==> src/rtl/branch_flag_stage.sv <==
// rtl/branch_flag_stage.sv - EX->MEM flag producer with two-entry skid buffer
module branch_flag_stage #(
    parameter int WIDTH = 16
) (
    input  logic             clk,
    input  logic             rst_n,
    input  logic             flush,
    input  logic             in_valid,
    output logic             in_ready,
    input  logic [WIDTH-1:0] in_a,
    input  logic [WIDTH-1:0] in_b,
    input  logic             in_sub,
    input  logic [2:0]       in_branch,
    output logic             out_valid,
    input  logic             out_ready,
    output logic [2:0]       out_branch,
    output logic [WIDTH-1:0] out_result,
    output logic             out_sf,
    output logic             out_zf,
    output logic             out_of,
    output logic             out_cf
);

    localparam int EW = WIDTH + 7;

    logic [WIDTH-1:0] b_op;
    logic [WIDTH:0]   sum;
    logic             f_sf, f_zf, f_of, f_cf;
    logic [EW-1:0]    new_entry;

    assign b_op = in_sub ? ~in_b : in_b;
    assign sum  = {1'b0, in_a} + {1'b0, b_op} + {{WIDTH{1'b0}}, in_sub};
    assign f_sf = sum[WIDTH-1];
    assign f_zf = (sum[WIDTH-1:0] == '0);
    assign f_cf = sum[WIDTH];
    assign f_of = (in_a[WIDTH-1] == b_op[WIDTH-1]) && (sum[WIDTH-1] != in_a[WIDTH-1]);
    assign new_entry = {in_branch, sum[WIDTH-1:0], f_sf, f_zf, f_of, f_cf};

    logic [EW-1:0] main_q, main_d, skid_q, skid_d;
    logic          main_vld_q, main_vld_d, skid_vld_q, skid_vld_d;
    logic          in_ready_q;
    logic          accept, pop;

    assign accept = in_valid && in_ready_q && !flush;
    assign pop    = main_vld_q && out_ready;

    always_comb begin
        main_d     = main_q;
        skid_d     = skid_q;
        main_vld_d = main_vld_q;
        skid_vld_d = skid_vld_q;
        if (flush) begin
            // Data is left stale; only the valid bits are cleared.
            main_vld_d = 1'b0;
            skid_vld_d = 1'b0;
        end else if (skid_vld_q) begin
            if (pop) begin
                main_d     = skid_q;
                skid_vld_d = 1'b0;
            end
        end else if (main_vld_q) begin
            if (accept && pop) begin
                main_d = new_entry;
            end else if (accept) begin
                skid_d     = new_entry;
                skid_vld_d = 1'b1;
            end else if (pop) begin
                main_vld_d = 1'b0;
            end
        end else if (accept) begin
            main_d     = new_entry;
            main_vld_d = 1'b1;
        end
    end

    always_ff @(posedge clk or negedge rst_n) begin
        if (!rst_n) begin
            main_q     <= '0;
            skid_q     <= '0;
            main_vld_q <= 1'b0;
            skid_vld_q <= 1'b0;
            in_ready_q <= 1'b1;
        end else begin
            main_q     <= main_d;
            skid_q     <= skid_d;
            main_vld_q <= main_vld_d;
            skid_vld_q <= skid_vld_d;
            in_ready_q <= !skid_vld_d;
        end
    end

    assign in_ready   = in_ready_q;
    assign out_valid  = main_vld_q;
    assign out_branch = main_q[EW-1 -: 3];
    assign out_result = main_q[WIDTH+3:4];
    assign out_sf     = main_q[3];
    assign out_zf     = main_q[2];
    assign out_of     = main_q[1];
    assign out_cf     = main_q[0];

endmodule
==> config.mk <==
export PLATFORM = sky130hd
export DESIGN_NAME = branch_flag_stage
export DESIGN_NICKNAME = d
export VERILOG_FILES = /design/src/rtl/branch_flag_stage.sv
export SDC_FILE = /design/constraint.sdc
export NUM_CORES = 1
export LEC_CHECK = 0
export BUFFER_PORTS_ARGS = -buffer_cell sky130_fd_sc_hd__clkbuf_2
export CAP_MARGIN = 20
export CORE_MARGIN = 1
export CORE_UTILIZATION = 53
export CTS_BUF_LIST = sky130_fd_sc_hd__clkbuf_8
export DETAILED_ROUTE_END_ITERATION = 12
export PLACE_DENSITY = 0.78
export SYNTH_ARGS = -nofsm -noshare
export SYNTH_HDL_FRONTEND = slang
export SYNTH_SLANG_ARGS = --single-unit
==> constraint.sdc <==
create_clock -name clk -period 5.1 [get_ports clk]
set_input_delay 0.255 -clock clk [delete_from_list [all_inputs] [get_ports clk]]
set_output_delay 0.255 -clock clk [all_outputs]
set_load 0.05 [all_outputs]
Word-level counts from Yosys, hierarchy flattened --
Cells that the tools add are included. Widths: inputs -> output; s select.
Word-level totals: register bits 49, input port bits 41, output and inout port bits 25, word-level logic and storage cells 44
Cells by class: add/sub/neg operators 2, equality and inequality tests 5, multiplexer cells 17, bitwise logic cells 4, reduce and logical (&&, ||, !) cells 11
Operator list (count):
- $mux 23 | 5
- $add 16x16->17 | 1
- $add 17x1->17 | 1
- $logic_not 16->1 | 1
- $mux 16 | 1
- $not 16->16 | 1
- $mux 1 | 11
- $logic_and 1x1->1 | 5
- $reduce_and 5->1 | 1
- $reduce_and 4->1 | 1
- $ne 3x1->1 const B | 1
- $not 1->1 | 3
- $reduce_bool 3->1 | 1
- $logic_not 1->1 | 2
- $ne 2x1->1 const B | 1
- $ne 2x2->1 const B | 1
- $eq 1x1->1 | 1
- $ne 1x1->1 | 1

Longest topological paths before layout --
depth after elaboration 9, gate-level depth with buffers 12, mapped depth without buffers 10

Worst setup path before layout --
Ideal clock, no wire load.
path kind input to register, start input in_sub, end register skid_q[2], setup time 0.092 ns, arrival time 2.941 ns, required time 5.008 ns, path slack 2.067 ns, cell stages on the path 10, path buffers 2, cells stage by stage buf_2 -> buf_1 -> xor2_1 -> ha_1 -> a2111o_1 -> o2111a_1 -> or3_1 -> a22oi_2 -> nand4_1 -> o31ai_2
Between the ends: word-level cells in the longest chain between the ends 4
RTL lines:
- from (decl) | RTL line 12 | input logic in_sub,
- $mux 16 | RTL line 31 | assign b_op = in_sub ? ~in_b : in_b;
- $add 16x16->17 | RTL line 32 | assign sum = {1'b0, in_a} + {1'b0, b_op} + {{WIDTH{1'b0}}, in_sub};
- $add 17x1->17 * | RTL line 32
- $logic_not 16->1 * | RTL line 34 | assign f_zf = (sum[WIDTH-1:0] == '0);
- to (signal assigned) | RTL line 85 | skid_q <= skid_d;
- to (decl) | RTL line 39 | logic [EW-1:0] main_q, main_d, skid_q, skid_d;
Mark *: on every way between the ends. The rest lies on a longest branch, timed or not. A chain may end at the register's enable or synchronous reset.

Worst setup path after layout --
Same ends and word-level chain as after synthesis.

==> flow_summary.yaml <==
worst_setup_path:
  end_kind: "flop"
  worst_setup_path_startpoint: "in_sub"
  cp_max_fo: 16
  timing.rr.start: "skid_vld_q$_DFF_PN0_"
  timing_worst_setup_path_type: "in2reg"
  critical_path.cell_chain: "clkbuf_2 > xor2_1 > inv_1 > fa_1 > nand2b_1 > a21oi_1 > nor4_1 > a311oi_1 > and4b_1 > nand4_1 > o31ai_2"
  cpPeakStageDelay_ns: 0.44
  crit_arrival_ns: 3.04
  critical-path-slowest-cell: "sky130_fd_sc_hd__fa_1"
  cp_num_buf_inv: 2
  path_delay_family: "compound AO/OA/AOI/OAI gates"
  cp-start-kind: "input pin"
  worstPathRequired_ns: 5.31
yosys:
  syn_inst: 335
  top_reg_cell_synth: "sky130_fd_sc_hd__dfrtp_1"
  top_area_cells_in_the_synthesized_netlist: "sky130_fd_sc_hd__dfrtp_1, sky130_fd_sc_hd__ha_1, sky130_fd_sc_hd__a21oi_1, sky130_fd_sc_hd__xor2_1, sky130_fd_sc_hd__o21ai_0"
  synth_largest_area_cell: "sky130_fd_sc_hd__dfrtp_1"
  synth_top_area_share_pct: 37.26
  post_synth_instance_area_um2: 3089
  ys_ff_latch: 47
  yosysWarnings: 0
  synthArstFlopShare_pct: 100.0
  synthDistinctLibCells: 62
  syn_area_per_cell_um2: 9.222
  synth_enable_flop_cells: 0
  synthesis.nets: 393
  share_of_the_yosys_chip_area_belonging_to_registers_pct: 38.11
timing:
  final_min_period_over_clock_period_pct: 55.44
  fin_skew_ns: 0.006494
  rsz0062_at_grt: "no"
  fmax_mhz: 353.7
  max_slew_headroom_pct: 61.46
  report.final.slew_viol_count: 0
  finalSetupViolCount: 0
  final.setup.tns_ns: 0
  hold_viol: 0
  tightestPinTransition_ns: 0.5782
  period_minus_slack_ns: 2.827
routing:
  ant_nets: 0
  vias: 2630
  drt_iter0_drcs: 165
  drt_pass1_iterations: 4
  postRouteWirelength_um: 6478
  viasPerCell: 5.680
  drc_errors: 0
  wl_per_cell_um: 13.99
floorplan:
  num_rows: 27
  chip_width_um: 78.35
  placeableCoreArea_um2: 5574
  start_util_pct: 55.42
  chipHeight_um: 78.35
  boundaryPins: 66
  die_area_um2: 6138
placed_design:
  place.port_buffers: 65
  dp_hpwl_um: 4826
  place.gp.congestion: 0.8925
  placed_area_um2: 3446
cts:
  ctsResizeCount: 0
  cts.hold.buffers_added: 0
  clock_tree_from_tritoncts: "done"
  cell_at_the_root_of_the_clock_tree: "sky130_fd_sc_hd__clkbuf_8"
  cts_num_sinks: 47
  worst_skew_pair.late_latency_ns: 0.30
  tritoncts.num_buffers: 5
  post_cts.repair.setup_buffers: 0
  htree_levels: 2
  clk_pin_slew_worst_paths_ns: 0.08
  max-clock-path-buffers: 2
cells_and_area:
  final_net_count: 448
  fraction_of_layout_instances_using_a_drive_strength_above_1_pct: 24.30
  area_growth_pct: 14.14
  mostFrequentLayoutCells: "sky130_fd_sc_hd__clkbuf_2, sky130_fd_sc_hd__dfrtp_1, sky130_fd_sc_hd__nand2_1"
  final_common_cell: "sky130_fd_sc_hd__clkbuf_2"
  stdcell_area_um2: 3526
  n_antenna_cell: 0
global_route:
  grt_pass1_wl_um: 11000
  initial_antenna_violation_count: 0
  vias_in_the_first_global_route: 2389
  grt_overflow: 0
  track_usage_pct: 22.59
  grt_start_max_net_pins: 48
run:
  max-cap-violations: 0
run_status:
  outcome: "complete, no violations"
pwr:
  peakVddDrop_mv: 0.2573
  leakagePower_nw: 1.638
  power_density_normalized_to_cell_area_nw_per_um2: 416.1
hold_path:
  timing.hold.worst.class: "in2async"
==> per-layer routing <==
| metal | GRT usage [%] | wire, µm |
|---|---|---|
| met4 | 7.037 | 76 |
| met1 | 32.24 | 3064 |
| met3 | 2.558 | 306 |
| met2 | 35.88 | 3030 |
| met5 | 0 | 0 |
==> state kept, by name (all words and copies together) (netlist names) <==
register	count
out_valid	1
skid_q	22
main_q	22
in_ready	1
skid_vld_q	1
==> final timing paths <==
kind / end / slack [ns] / cells past startpoint
setup / recovery: skid_q[2]$_DFFE_PN0P_ / 2.27 / 11
hold / removal: skid_q[8]$_DFFE_PN0P_ / 0.04 / 2
setup reg to reg: main_q[9]$_DFFE_PN0P_ / 3.12 / 7
hold reg to reg: skid_q[1]$_DFFE_PN0P_ / 0.49 / 2
max in group asynchronous: main_q[22]$_DFFE_PN0P_ / 4.67 / 2
min in group clk: out_valid$_DFFE_PN0P_ / 0.17 / 2
==> kinds of logic (layout without fill, tap and decap cells) <==
| logic type | after synthesis | after routing | share of synthesized area, % |
|---|---|---|---|
| flip-flops | 47 | 47 | 38.11 |
| AO/OA/AOI/OAI | 107 | 107 | 22.68 |
| XOR/XNOR | 24 | 24 | 6.804 |
| adder cells (fa/ha/maj) | 17 | 17 | 7.128 |
| AND/OR/NAND/NOR | 91 | 91 | 13.97 |
| buffers and inverters | 28 | 84 | 3.888 |
| multiplexers | 21 | 21 | 7.412 |
==> layout make-up <==
cell class	instances	area [µm²]
Multi-Input combinational cell	260	1797
Fill cell	495	2048
Clock inverter	3	11.26
Inverter	7	26.28
Sequential cell	47	1177
Clock buffer	5	68.82
Tap cell	72	90.09
Timing Repair Buffer	69	355.3
==> per-stage QoR <==
step                setup slack [ns]  power, mW  std cells  hold WS (ns)  util, %
floorplan                      2.067      1.100        335      -0.04059        -
global placement               2.072      1.245        455        0.3754    61.82
detailed placement             1.969      1.268        455        0.3779    61.82
CTS                            2.277      1.475        463       0.05992    63.25
global route                   2.048      1.563        463        0.1057    63.25
finish                         2.273      1.467        463       0.03968    63.25
==> cells in the mapped netlist (3+ instances only) <==
cell / instances
sky130_fd_sc_hd__a21oi_1: 33
sky130_fd_sc_hd__mux2_2: 12
sky130_fd_sc_hd__nor2_1: 25
sky130_fd_sc_hd__ha_1: 16
sky130_fd_sc_hd__o21a_1: 7
sky130_fd_sc_hd__inv_1: 7
sky130_fd_sc_hd__dfrtp_1: 46
sky130_fd_sc_hd__o211ai_1: 5
sky130_fd_sc_hd__nand2_1: 34
sky130_fd_sc_hd__mux2i_1: 8
sky130_fd_sc_hd__o21ai_0: 27
sky130_fd_sc_hd__nor3_1: 5
sky130_fd_sc_hd__clkbuf_1: 14
sky130_fd_sc_hd__or3_1: 3
sky130_fd_sc_hd__a21o_1: 3
sky130_fd_sc_hd__o2111ai_1: 4
sky130_fd_sc_hd__buf_2: 3
sky130_fd_sc_hd__xor2_1: 16
sky130_fd_sc_hd__nor2b_1: 5
sky130_fd_sc_hd__xnor2_1: 8
sky130_fd_sc_hd__nand4_1: 3
==> power breakdown <==
part / leakage (nW) / internal, mW / switching (mW) / total [mW]
Clock: 0.0519 / 0.0915 / 0.115 / 0.206
Sequential: 0.567 / 0.494 / 0.0642 / 0.558
Combinational: 1.02 / 0.226 / 0.477 / 0.702
Note: power is estimated with default switching activity, not from simulation.
